`config.mk`:
```
export PLATFORM = sky130hd
export DESIGN_NAME = registrador_pipeline
export DESIGN_NICKNAME = d
export VERILOG_FILES = /design/src/rtl/registrador_pipeline.sv
export SDC_FILE = /design/constraint.sdc
export NUM_CORES = 1
export LEC_CHECK = 0
export ABC_CLOCK_PERIOD_IN_PS = 2600
export CAP_MARGIN = 20
export CORE_MARGIN = 2
export CORE_UTILIZATION = 50
export DETAILED_ROUTE_END_ITERATION = 7
export PLACE_DENSITY = 0.79
export SLEW_MARGIN = 10
export SYNTH_ARGS = -nofsm -noshare
export SYNTH_HDL_FRONTEND = slang
export SYNTH_SLANG_ARGS = --single-unit
```
`constraint.sdc`:
```
create_clock -name ck -period 2.6 [get_ports ck]
set_clock_uncertainty 0.05 [all_clocks]
set_input_delay 0.26 -clock ck [delete_from_list [all_inputs] [get_ports ck]]
set_output_delay 0.26 -clock ck [all_outputs]
set_load 0.03 [all_outputs]
```
`src/rtl/registrador_pipeline.sv`:
```
// registrador_pipeline
//   Pipeline-stage register with valid/ready handshake and a 2-entry skid
//   buffer. It sits between the MIPS stages (IF/ID, ID/EX, EX/MEM, MEM/WB).
//   in_ready is decoded only from the state register, so there is no
//   combinational path from out_ready back to upstream. When downstream
//   stalls, the skid entry absorbs the word that was already in flight.
//
// Ports
//   ck              clock, rising edge
//   reset_register  asynchronous reset, active high
//   in / in_valid   upstream data and valid
//   in_ready        stage can accept (registered decode)
//   flush           synchronous kill of stage contents
//   out / out_valid downstream data (main register) and valid
//   out_ready       downstream accepts
//   occupancy       valid entries held: 0, 1 or 2
//
// state | meaning
// ------+-------------------------------------------------------------
// EMPTY | nothing valid; out shows the last main value (or RESET_VALUE)
// FULL  | main valid; can still accept one word per cycle
// SKID  | main and skid both valid; upstream is stalled (in_ready=0)

module registrador_pipeline #(
  parameter int               WIDTH       = 32,
  parameter logic [WIDTH-1:0] RESET_VALUE = '0
) (
  input  logic             ck,
  input  logic             reset_register,
  input  logic [WIDTH-1:0] in,
  input  logic             in_valid,
  output logic             in_ready,
  input  logic             flush,
  output logic [WIDTH-1:0] out,
  output logic             out_valid,
  input  logic             out_ready,
  output logic [1:0]       occupancy
);

  // The state encoding equals the occupancy count, so occupancy is the
  // state register itself.
  localparam logic [1:0] EMPTY = 2'd0;
  localparam logic [1:0] FULL  = 2'd1;
  localparam logic [1:0] SKID  = 2'd2;

  logic [1:0]       state_q, state_d;
  logic [WIDTH-1:0] main_q, main_d;
  logic [WIDTH-1:0] skid_q, skid_d;

  always_comb begin
    state_d = state_q;
    main_d  = main_q;
    skid_d  = skid_q;
    if (flush) begin
      // Flush wins over any transfer in the same cycle; the input is dropped.
      state_d = EMPTY;
      main_d  = RESET_VALUE;
      skid_d  = RESET_VALUE;
    end else begin
      case (state_q)
        EMPTY: begin
          if (in_valid) begin
            main_d  = in;
            state_d = FULL;
          end
        end
        FULL: begin
          if (in_valid && out_ready) begin
            main_d = in;
          end else if (in_valid) begin
            // Downstream stalled while a word arrives: park it in skid.
            skid_d  = in;
            state_d = SKID;
          end else if (out_ready) begin
            // Main keeps its value; only the valid flag drops.
            state_d = EMPTY;
          end
        end
        SKID: begin
          if (out_ready) begin
            main_d  = skid_q;
            state_d = FULL;
          end
        end
        default: begin
          state_d = EMPTY;
        end
      endcase
    end
  end

  always_ff @(posedge ck or posedge reset_register) begin
    if (reset_register) begin
      state_q <= EMPTY;
      main_q  <= RESET_VALUE;
      skid_q  <= RESET_VALUE;
    end else begin
      state_q <= state_d;
      main_q  <= main_d;
      skid_q  <= skid_d;
    end
  end

  assign out       = main_q;
  assign out_valid = (state_q != EMPTY);
  assign in_ready  = (state_q != SKID);
  assign occupancy = state_q;

endmodule

```
; Word level (Yosys, flattened, before mapping)
; Index checks and enable logic that the tools add are counted.
; W data, S select, Z words.
[classes]
n_eq_ne = 9
n_mux = 15
reduce_logical = 9
[ops]
columns = cell, n
row1 = $mux W32, 7
row2 = $pmux W32 S3, 1
row3 = $mux W2, 6
row4 = $ne A3 B3 Y1 const B, 4
row5 = $reduce_and A4 Y1, 2
row6 = $pmux W2 S3, 1
row7 = $reduce_bool A2 Y1, 3
row8 = $ne A2 B2 Y1 const B, 2
row9 = $ne A4 B4 Y1 const B, 1
row10 = $reduce_bool A4 Y1, 1
row11 = $reduce_and A3 Y1, 1
row12 = $eq A2 B1 Y1 const B, 1
row13 = $eq A2 B2 Y1 const B, 1
row14 = $logic_not A2 Y1, 1
row15 = $logic_and A1 B1 Y1, 1
[totals]
out_inout_bits = 36
wordCells = 36
in_bits = 37
ff_bits = 66

; Logic depth before layout (Yosys ltp)
; Gate-level depths: netlist of the first run.
[logic_depth]
depth_word = 5
ltp_mapped = 6

; Least setup slack after synthesis of the first run
; Ideal clock, no wire load.
[synth_timing]
path_kind = flip-flop to flip-flop
start = reg state_q[0] (netlist: occupancy[0])
end = reg main_q[16] (netlist: out[16])
path_stages_with_launch = 6
setup_ps = 145
path_slack_ps = 937
arrival_ps = 1468
path_buffers = 2
cell_sequence = dfrtp_1 nand2b_1 buf_6 buf_2 mux2i_1 o31ai_2
[synth_via]
elab_chain_cells = 3
word_cells_on_any_way = 10
cone_classes = eq/ne (5) / mux (2) / reduce/logical (3)
[synth_lines]
columns = item, line
row1 = "start, declared", 46  ; logic [1:0] state_q, state_d;
row2 = "start signal, assigned", 98  ; state_q <= state_d;
row3 = $eq A2 B1 Y1 (tied with other cells), 60  ; case (state_q)
row4 = $ne A3 B3 Y1 (no source line) (tied with other cells), -
row5 = $reduce_and A4 Y1 (no source line) or $mux W32 (tied branches), -
row6 = "end signal, assigned", 99  ; main_q <= main_d;
row7 = "end, declared", 47  ; logic [WIDTH-1:0] main_q, main_d;
; Several ways; a longest one is shown, not always the timed one.
; A chain may end at the register's enable or synchronous reset.

; Worst setup path after layout of the first run
[layout_timing]
start = reg state_q[1] (netlist: occupancy[1])
end = out out_valid
[layout_via]
elab_chain_cells = 1
[layout_lines]
columns = item, line
row1 = $reduce_bool A2 Y1, 105  ; assign out_valid = (state_q != EMPTY);
row2 = "end, declared", 35  ; output logic out_valid,
; Every way passes these cells.

==> results.py, run 1 <==
metrics = {
    "sta": {
        "finalCriticalPeriod_ns": 2.04,
        "rsz0062_at_grt": "no",
        "min_period_over_period_pct": 78.6,
        "tightest_slew_ns": 0.934,
        "slew_violations": 0,
        "setup_viol": 0,
        "slew-limit-headroom_pct": 37.6,
        "fmaxAchievable_mhz": 489,
        "tns_ns": 0,
        "hold_viol": 0,
    },
    "worst_setup_path": {
        "critPathArrivalTime_ns": 1.73,
        "crit_path_cell_trace": "or2_2 > clkdlybuf4s50_1",
        "cp_slowest_stage_delay_ns": 0.60,
        "path_delay_family": "buffers and inverters",
        "start_kind": "register",
        "critical_path.endpoint_type": "primary output",
        "crit_fanout": 8,
        "crit_slowest_cell": "clkdlybuf4s50_1",
        "cp.buffers_inverters": 1,
        "crit_required_ns": 2.29,
        "critPathKind": "register to primary output",
    },
    "floorplanning": {
        "initial_utilization_pct": 51.2,
        "coreArea_sq_mm": 0.00631,
        "die-area_sq_mm": 0.00713,
        "row_count": 29,
        "fp.dieH_um": 84.4,
        "io_pins": 73,
        "die_x_um": 84.4,
    },
    "pwr": {
        "p_leak_nw": 1.92,
        "ir_drop_mv": 0.364,
        "clkPwrFrac_pct": 30.6,
        "powerDensity_mw_per_mm2": 566,
        "sw_frac_of_total_pct": 28.6,
        "combPwrFrac_pct": 20.9,
        "pwr-share-seq_pct": 48.4,
        "power_mw": 2.33,
        "p_switching_uw": 667,
        "p_int_mw": 1.66,
    },
    "synth": {
        "ys_seq_area_share_pct": 51.1,
        "ys_types": 25,
        "synth-seq-cells": 66,
        "yosys.area.top_type_share_pct": 51.1,
        "syn-num-nets": 282,
        "synth_top_cells_by_area": "dfrtp_1 51%, o31ai_2 12%, mux2i_1 9.9%, a22o_1 8.7%, o2111ai_1 8.7%",
        "ys_warn_count": 0,
        "synth_top_area_cell": "dfrtp_1",
        "synth_area_sq_mm": 0.00323,
        "synth_cells": 245,
        "synth_area_per_cell_sq_um": 13.2,
    },
    "clock_tree": {
        "cts_resized": 0,
        "clock_path_buffers": 2,
        "clock-sinks": 66,
        "cts_setup_buffers": 0,
        "cts_buffers": 9,
        "ctsHoldBuffers": 0,
        "cts_root_buf": "clkbuf_8",
        "cts.htree.levels": 3,
        "clk_pin_slew_ns": 0.07,
        "worstSkewPairLatency_ns": 0.33,
        "cts_tree": "done",
    },
    "grt": {
        "grt_max_degree": 67,
        "grt_antenna_before_repair": 0,
        "track_usage_pct": 22.2,
        "grt-ovfl-total": 0,
        "first_global_vias": 2397,
        "grt_pass1_wl_um": 12500,
    },
    "final_layout": {
        "final_core_util_pct": 65.1,
        "final_common_cell": "clkdlybuf4s50_1",
        "seq_area_sq_mm": 0.00165,
        "fill_cells": 514,
        "drive_gt1_share_pct": 18.5,
        "multiInputGateArea_sq_mm": 0.00141,
        "syn_to_final_growth_pct": 27.1,
        "layout_common_cells": "71 x clkdlybuf4s50_1, 66 x dfrtp_1, 32 x a22o_1, 32 x mux2i_1, 32 x o2111ai_1",
        "num-nets-final": 342,
        "antennaDiodeCount": 0,
    },
    "place": {
        "dp_hpwl_um": 4590,
        "place.gp.congestion": 0.753,
        "io_buffers": 72,
    },
    "drt": {
        "wl_per_cell_um": 19.5,
        "wirelength_um": 7500,
        "drt-met1-wl_um": 3450,
        "postRouteAntennaNets": 0,
        "routed_via_density": 6.22,
        "dr.max_layer_used": "met4",
        "met2WireLength_um": 3650,
        "drt-initial-drc-count": 155,
        "vias": 2396,
        "route.detailed.drc": 0,
        "met3_length_um": 358,
        "first_pass_iters": 4,
    },
    "run": {
        "timing.max_cap.violations": 0,
    },
    "run_status": {
        "status": "finished, final reports clean",
    },
    "hold_path": {
        "hp-class": "input port to async pin",
    },
}
-- kinds of logic after synthesis --
family / count (synthesis) / synth area share (%)
AO/OA/AOI/OAI: 101 / 30.8
buffers and inverters: 34 / 6.00
flip-flops: 66 / 51.1
multiplexers: 32 / 9.91
AND/OR/NAND/NOR: 12 / 2.24
-- registers in the layout, summed over array words and instances, names as in the netlist --
name and cells:
occupancy 2, out 32, skid_q 32
-- area by class of cell --
| cell class | instances | share of cell area (%) |
|---|---|---|
| clock buffers | 14 | 3.71 |
| inverters | 2 | 0.183 |
| multi-input cells | 145 | 34.2 |
| flip-flops and latches | 66 | 40.2 |
| well taps | 77 | 2.34 |
| repair buffers | 81 | 19.4 |
-- per-stage QoR --
stage	worst slack (ns)	hold slack (ns)	cell area, sq um	instances
6_report	0.557	0.270	4110	385
5_1_grt	0.484	0.302	4110	385
4_1_cts	0.536	0.282	4110	385
3_5_place_dp	0.405	0.441	3960	371
3_3_place_gp	0.470	0.437	3960	371
2_1_floorplan	0.635	0.343	3230	245
-- metal layers --
metal | global-route usage, % | vias to the layer above
li1 | - | 1098
met1 | 31.2 | 1226
met2 | 33.7 | 68
met3 | 7.67 | 4
met4 | 4.76 | 0
met5 | 0 | -
-- power by group through the flow --
stage	Clock (mW)	Sequential, mW	Combinational (mW)
global route	0.787	1.13	0.520
CTS	0.734	1.13	0.492
floorplan	0	1.23	0.203
global placement	0	1.14	0.485
finish	0.713	1.13	0.487
detailed placement	0	1.14	0.491
-- cell usage after synthesis (all sizes together) --
library cell and number:
a21oi 3, o211a 1, nand2b 2, nand3b 1
inv 2, clkbuf 15, and3 1, nand2 2
buf 17, o21a 1, nor3 1, dfrtp 66
o2111ai 32, mux2i 32, or3b 1, or2 2
a22o 32, nor2b 2, o31ai 32
-- final timing paths --
check | start | to | slack (ns) | cells after the start
min in group ck | flush | out[16]$_DFFE_PP0P_ | 0.40 | 2
setup / recovery | occupancy[1]$_DFFE_PP0P_ | out_valid | 0.56 | 2
hold reg to reg | skid_q[0]$_DFFE_PP0P_ | skid_q[0]$_DFFE_PP0P_ | 0.46 | 1
max in group asynchronous | reset_register | skid_q[28]$_DFFE_PP0P_ | 1.94 | 3
hold / removal | reset_register | skid_q[8]$_DFFE_PP0P_ | 0.27 | 3
setup reg to reg | occupancy[0]$_DFFE_PP0P_ | out[15]$_DFFE_PP0P_ | 0.77 | 3
-- tightest hold or removal path, delay by kind of cell --
kind,cells,cell delay (ns)
buffers and inverters,3,0.79
(Power assumes the default switching activity.)
==> run 2: changes to the inputs <==
- ABC_CLOCK_PERIOD_IN_PS: 2600 -> 1900
- clock period: 2.6 -> 1.9 ns (I/O delays scaled with it)
==> results.py, run 2 (synthesis gave the netlist of run 1 again) <==
metrics = {
    "final_layout": {
        "num-nets-final": 348,
        "syn_to_final_growth_pct": 30.0,
        "finalInstanceArea_sq_mm": 0.00420,
        "antennaDiodeCount": 0,
        "layout_common_cells": "69 x clkdlybuf4s50_1, 66 x dfrtp_1, 32 x a22o_1, 32 x mux2i_1, 32 x o2111ai_1",
        "drive_gt1_share_pct": 21.6,
        "final_common_cell": "clkdlybuf4s50_1",
    },
    "sta": {
        "setup_slack_ns": 0.0924,
        "min_period_over_period_pct": 95.1,
        "tightest_slew_ns": 0.882,
        "hold_viol": 0,
        "setup_viol": 0,
        "slew-limit-headroom_pct": 41.1,
        "fmaxAchievable_mhz": 553,
        "finalCriticalPeriod_ns": 1.81,
        "slew_violations": 0,
        "rsz0062_at_grt": "no",
        "hold_ws_ns": 0.199,
    },
    "grt": {
        "grt_pass1_wl_um": 12800,
        "first_global_vias": 2531,
        "grt_antenna_before_repair": 0,
        "track_usage_pct": 22.8,
        "grt_max_degree": 67,
        "grt-ovfl-total": 0,
    },
    "worst_setup_path": {
        "critical_path.endpoint_type": "primary output",
        "crit_fanout": 8,
        "crit_path_cell_trace": "clkdlybuf4s50_1",
        "cp.depth": 1,
        "critPathKind": "register to primary output",
        "reg2reg_depth": 3,
        "cp_slowest_stage_delay_ns": 0.73,
        "cp.buffers_inverters": 1,
        "start_kind": "register",
        "critPathArrivalTime_ns": 1.57,
        "crit_slowest_cell": "clkdlybuf4s50_1",
        "crit_required_ns": 1.66,
        "path_delay_family": "buffers and inverters",
    },
    "clock_tree": {
        "cts_tree": "done",
        "cts_buffers": 9,
        "clock-sinks": 66,
        "clk_pin_slew_ns": 0.07,
        "cts.htree.levels": 3,
        "clock_path_buffers": 2,
        "worstSkewPairLatency_ns": 0.33,
        "cts_root_buf": "clkbuf_8",
        "ctsHoldBuffers": 0,
    },
    "drt": {
        "vias": 2454,
        "routed_via_density": 6.26,
        "wl_per_cell_um": 20.2,
        "first_pass_iters": 4,
        "route.detailed.drc": 0,
        "drt-initial-drc-count": 161,
        "postRouteAntennaNets": 0,
        "wirelength_um": 7900,
    },
    "pwr": {
        "p_leak_nw": 1.98,
        "ir_drop_mv": 0.623,
        "powerDensity_mw_per_mm2": 815,
        "power_mw": 3.42,
    },
    "floorplanning": {
        "die_x_um": 84.4,
        "coreArea_sq_mm": 0.00631,
        "initial_utilization_pct": 51.2,
        "die-area_sq_mm": 0.00713,
        "row_count": 29,
        "io_pins": 73,
        "fp.dieH_um": 84.4,
    },
    "hold_path": {
        "hp-class": "input port to async pin",
    },
    "run_status": {
        "status": "finished, final reports clean",
    },
    "place": {
        "post_dp_cell_area_sq_mm": 0.00400,
        "io_buffers": 72,
        "dp_hpwl_um": 4950,
        "preCtsSetupSlack_ns": -0.0759,
        "place.gp.congestion": 0.758,
    },
    "run": {
        "timing.max_cap.violations": 0,
    },
}
[run 2: final timing paths]
kind	from	end	slack, ns
max in group asynchronous	reset_register	out[2]$_DFFE_PP0P_	1.31
min	reset_register	out[8]$_DFFE_PP0P_	0.20
max reg2reg	occupancy[1]$_DFFE_PP0P_	skid_q[0]$_DFFE_PP0P_	0.14
min in group ck	flush	out[28]$_DFFE_PP0P_	0.28
min reg2reg	skid_q[23]$_DFFE_PP0P_	skid_q[23]$_DFFE_PP0P_	0.45
max	occupancy[1]$_DFFE_PP0P_	occupancy[1]	0.09
[run 2: layout make-up]
cell class / instances / area [sq um]
clock buffer: 13 / 169
clock inverter: 2 / 35.0
fill: 519 / 2110
inverter: 2 / 7.51
multi-input combinational: 145 / 1410
sequential: 66 / 1650
tap: 77 / 96.3
timing repair buffer: 87 / 837
[run 2: timing repair]
action | CTS | global route
setup endpoints to repair | 1 | 0
gates resized for setup | 1 | 0
buffers inserted | 0 | 0
[run 2: through the flow]
| step | setup TNS (ns) | util, % | cells |
|---|---|---|---|
| after floorplan | 0 | - | 245 |
| final | 0 | 66.5 | 392 |
| after global placement | -0.663 | 63.3 | 377 |
| after CTS | 0 | 66.5 | 392 |
| after detailed placement | -1.98 | 63.3 | 377 |
| after global routing | 0 | 66.5 | 392 |
[run 2: power by group]
group	internal (mW)	total [mW]	switching (mW)
clock network	0.705	1.20	0.499
logic	0.293	0.683	0.390
registers	1.49	1.54	0.0515
[run 2: layer usage]
layer	GRT usage [%]	wire (um)
met2	36.4	3850
met1	31.0	3500
met4	6.35	69
met5	0	0
met3	6.29	487
==> patch 1, RTL diff (flow settings as in run 1) <==
The parameter `WIDTH` goes from 32 to 36.
--- a/src/rtl/registrador_pipeline.sv
+++ b/src/rtl/registrador_pipeline.sv
@@ -22,7 +22,7 @@
 // SKID  | main and skid both valid; upstream is stalled (in_ready=0)
 
 module registrador_pipeline #(
-  parameter int               WIDTH       = 32,
+  parameter int               WIDTH       = 36,
   parameter logic [WIDTH-1:0] RESET_VALUE = '0
 ) (
   input  logic             ck,
Interface: changed (resized in and out); port bits go from 73 to 81. No check against the original RTL was run, so the function may have changed too.
==> patch 1 against run 1 <==
- sequential cell count is 8 higher
- critical path depth stayed put
- largest power group unchanged
- total power is 20% higher
- routed wire length is 15% higher
- critical path type unchanged
- final area is 10% higher
- combinational power is 8.2% higher
- worst setup slack worse by 54 ps
- highest routed layer unchanged
- area after synthesis is 7.8% higher
- largest cell class unchanged
==> patch 1: results (changes against run 1) <==
Synth
  – Mux cell area share after synthesis: 10.3% (+0.43 points)
  – Average size of a mapped cell: 12.9 um^2 (-2.6%)
  – Area contributors post-synth: dfrtp_1 53%, mux2i_1 10%, a22o_1 9.0%
  – Main flop type after synthesis: dfrtp_1
  – Yosys warns: 0 (unchanged)
  – Top cells by instance count after synthesis: 74 x dfrtp_1, 36 x a22o_1, 36 x mux2i_1, 36 x o2111ai_1, 26 x o31ai_1
  – Synth cell types: 24 (-4.0%)
  – Synth Area in XOR/XNOR: 0% (unchanged)
  – Mapped Nets: 312 (+11%)
  – Share of the yosys chip area belonging to registers: 53.1% (+2.1 points)
  – Compound-Gate Fraction of Synth Area: 28.5% (-2.2 points)

Run status
  – Run status: finished clean

Clock network
  – Cts bufs inserted: 9 (unchanged)
  – H-tree depth: 3 (unchanged)
  – Total setup buffers inserted after CTS: 0 (unchanged)
  – Clock buffer depth: 2 (unchanged)
  – Clock Latency Late Sink: 350 ps (+20 ps)
  – CTS resizes: 0 (unchanged)
  – Root buf cell: clkbuf_8
  – Clock transition at path regs: 90 ps (+20 ps)

STA
  – Fin. Hold Viols: 0 (unchanged)
  – Relative slew slack: 31.5% (-6.1 points)
  – Final WS setup: 503 ps (-54.2 ps)

GRT
  – GRT Total Usage: 24.1% (+1.9 points)
  – Pin count of the biggest net entering global routing: 38 (-43%)
  – First-pass GRT wire length: 14100 um (+13%)

Placement
  – Number of port buffers: 80 (+11%)
  – Dpl hpwl: 5340 um (+16%)
  – Routability cong.: 0.774 (+2.8%)
  – Setup slack after placement: 353 ps (-52.8 ps)
  – Cell count after placement: 407 (+9.7%)

Routing
  – Initial drt markers: 247 (+59%)
  – Via count: 2679 (+12%)
  – WL/cell: 20.5 um (+5.0%)

Layout
  – Post-Layout Cell Count: 423 (+9.9%)
  – Fin nets: 379 (+11%)
  – Filler instances: 525 (+2.1%)
  – Share of cells above drive strength 1: 13.1% (-5.4 points)
  – # diodes: 0 (unchanged)

Hold path
  – Worst hold-check path type: input port to asynchronous set/reset pin

Power and ir drop
  – Max VDD drop: 334 uV (-8.1%)
  – P_leak: 2.14 nW (+12%)

Setup path
  – CP arrival: 1790 ps (+60 ps)
==> patch 1: area by class of cell <==
class	count	area, um^2	share of cell area (%)
Multi-Input combinational cell	161	1440	31.8
Tap cell	80	100	2.21
Sequential cell	74	1850	40.9
Clock buffer	9	124	2.73
Timing Repair Buffer	90	908	20.0
Inverter	2	7.51	0.166
Clock inverter	7	100	2.21
==> patch 1: where the power goes <==
part           leakage [nW]  switching [mW]  internal (mW)
logic                  1.03           0.301          0.226
clock network         0.114           0.454          0.548
registers             0.993          0.0442           1.22
total                  2.14           0.799           1.99
==> patch 1: final timing paths <==
path / start / endpoint / slack (ps) / depth (start not counted)
min: reset_register / out[4]$_DFFE_PP0P_ / 270 / 2
max reg2reg: occupancy[0]$_DFFE_PP0P_ / out[32]$_DFFE_PP0P_ / 690 / 4
min reg2reg: skid_q[14]$_DFFE_PP0P_ / skid_q[14]$_DFFE_PP0P_ / 460 / 1
max in group asynchronous: reset_register / out[15]$_DFFE_PP0P_ / 1510 / 3
min in group ck: flush / out[23]$_DFFE_PP0P_ / 370 / 2
max: occupancy[1]$_DFFE_PP0P_ / out_valid / 500 / 2
==> patch 1: through the flow <==
stage          hold slack [ps]  area (um^2)
5_1_grt                    310         4530
3_5_place_dp               440         4310
4_1_cts                    272         4530
6_report                   268         4530
3_3_place_gp               437         4310
2_1_floorplan              343         3480
==> patch 1: critical path: stages, from the launching register on <==
cell,delay (ps)
dfrtp_1,470
or2_2,360
clkdlybuf4s50_1,610
==> patch 1: per-layer routing <==
metal / part of all wire (%) / wire length [um] / up-vias / global-route usage, %
met5: 0 / 0 / - / 0
li1: - / - / 1227 / -
met4: 1.4 / 119 / 0 / 10.2
met3: 5.2 / 451 / 9 / 4.08
met1: 44 / 3850 / 1347 / 33.9
met2: 49 / 4230 / 96 / 37.0
==> patch 2, RTL diff (flow settings as in run 1) <==
Made on the original files. Make the reset (`reset_register`) synchronous in one clocked block. Comments in the files are not updated.
--- a/src/rtl/registrador_pipeline.sv
+++ b/src/rtl/registrador_pipeline.sv
@@ -89,7 +89,7 @@
     end
   end
 
-  always_ff @(posedge ck or posedge reset_register) begin
+  always_ff @(posedge ck) begin
     if (reset_register) begin
       state_q <= EMPTY;
       main_q  <= RESET_VALUE;
Function: differs if reset_register is asserted again (counterexample within 4 cycles, from zero or initial values and one cycle with reset_register high); with reset_register held inactive, the same outputs for 10 cycles.
==> patch 2 against run 1 <==
- area after synthesis down 7.3%
- sequential cell count stayed put
- routed wire length fell by 7.9%
- final area decreased by 3.9%
- worst setup slack got worse by 21 ps
- utilization up 2.4 points
- count of clock-buffer cells in the layout decreased by 4
- global-route usage shrank 0.25 points
- via count rose by 3.7%
- total power increased by 1.0%
- non-clock buffer count is 2 higher
- worst hold slack better by 130 ps
- critical endpoint unchanged
- highest routed layer unchanged
==> patch 2: results (changes against run 1) <==
Routing
  – DR vias/cell: 5.53 (-11%)
  – Detailed Route WL: 6910 um (-7.9%)
  – Initial drt markers: 140 (-9.7%)

GRT
  – Vias in the first global route: 2341 (-2.3%)
  – GRT Total Usage: 21.9% (-0.25 points)
  – First-pass GRT wire length: 11200 um (-10%)
  – Antenna violations before repair: 0 (unchanged)

STA
  – Relative slew slack: 43.4% (+5.9 points)

Placement
  – Dpl hpwl: 4430 um (-3.4%)
  – Placed cell areas: 0.00372 mm^2 (-5.9%)
  – Cell count after placement: 433 (+17%)
  – Routability cong.: 0.741 (-1.6%)

Power and ir drop
  – Sw Ratio: 25.1% (-3.5 points)
  – Max VDD drop: 340 uV (-6.5%)

Run status
  – Run status: finished clean

Synth
  – Synth cell types: 23 (-8.0%)
  – Cells after Synth: 309 (+26%)
  – Async SR Flop Fraction: 0% (-100 points)
  – Mapped Nets: 346 (+23%)
  – Main flop type after synthesis: dfxtp_1
  – Area contributors post-synth: dfxtp_1 44%, a211oi_2 13%, mux2i_1 11%
  – Share of the yosys chip area belonging to registers: 44.1% (-7.0 points)

Setup path
  – Crit path max fanout: 9 (+1)
  – CP arrival: 1750 ps (+20 ps)

Layout
  – Share of cells above drive strength 1: 17.1% (-1.4 points)

Hold path
  – Worst hold-check path type: register to register
## patch 2: changes by cell type in the layout (fill, tap and decap cells not counted), moves of 3 or more
| cell | run 1 | this run |
|---|---|---|
| a211oi_2 | 0 | 30 |
| a21oi_1 | 2 | 33 |
| buf_4 | 8 | 11 |
| a211oi_1 | 0 | 34 |
| clkbuf_1 | 4 | 0 |
| o31ai_2 | 30 | 0 |
| o2111ai_1 | 32 | 0 |
| dfrtp_1 | 66 | 0 |
| dfxtp_1 | 0 | 66 |
| nand2_1 | 2 | 65 |
| a22o_1 | 32 | 0 |
## patch 2: cell type report
cell class | count | area, um^2
fill | 486 | 1900
multi-input combinational | 209 | 1500
sequential | 66 | 1320
timing repair buffer | 83 | 803
clock buffer | 10 | 138
tap | 75 | 93.8
clock inverter | 6 | 90.1
## patch 2: metal layers
metal	vias to the layer above	share of wire [%]	track usage [%]
li1	1237	-	-
met1	1165	47	29.9
met2	73	46	33.8
met5	-	0	0
met3	9	5.8	5.71
met4	0	1.0	7.12
## patch 2: cell families (layout without fill, tap and decap cells)
kind of cell / after synthesis / after routing / share of synthesized area [%]
mux: 32 / 32 / 10.7
compound gates: 101 / 101 / 27.8
buf+inv: 34 / 99 / 6.60
simple gates: 76 / 76 / 10.8
flops: 66 / 66 / 44.1
## patch 2: power groups by stage
stage	clock, mW	combinational [mW]	sequential (mW)
2_1_floorplan	0	0.152	1.12
3_3_place_gp	0	0.328	1.08
3_5_place_dp	0	0.332	1.08
4_1_cts	0.981	0.334	1.06
5_1_grt	1.03	0.354	1.06
6_report	0.961	0.332	1.06
## patch 2: worst min-delay path by stage
stage,slack [ps],start,endpoint
3_3_place_gp,390,skid_q[6]$_SDFFE_PP0P_,skid_q[6]$_SDFFE_PP0P_
6_report,400,skid_q[22]$_SDFFE_PP0P_,skid_q[22]$_SDFFE_PP0P_
5_1_grt,420,skid_q[24]$_SDFFE_PP0P_,skid_q[24]$_SDFFE_PP0P_
4_1_cts,410,skid_q[27]$_SDFFE_PP0P_,skid_q[27]$_SDFFE_PP0P_
2_1_floorplan,350,in[0],skid_q[0]$_SDFFE_PP0P_
3_5_place_dp,400,skid_q[27]$_SDFFE_PP0P_,skid_q[27]$_SDFFE_PP0P_
## patch 2: worst register-to-register path, stage by stage, from the launching register on
cell	delay [ps]
dfxtp_1	570
and3b_1	430
a21o_4	470
a211oi_1	150
## patch 2: stage by stage
stage | setup WS, ps | power [mW] | hold slack, ps
final | 536 | 2.35 | 403
after global routing | 466 | 2.45 | 425
after CTS | 515 | 2.37 | 406
after detailed placement | 426 | 1.41 | 396
after global placement | 477 | 1.41 | 391
after floorplan | 1000 | 1.27 | 346
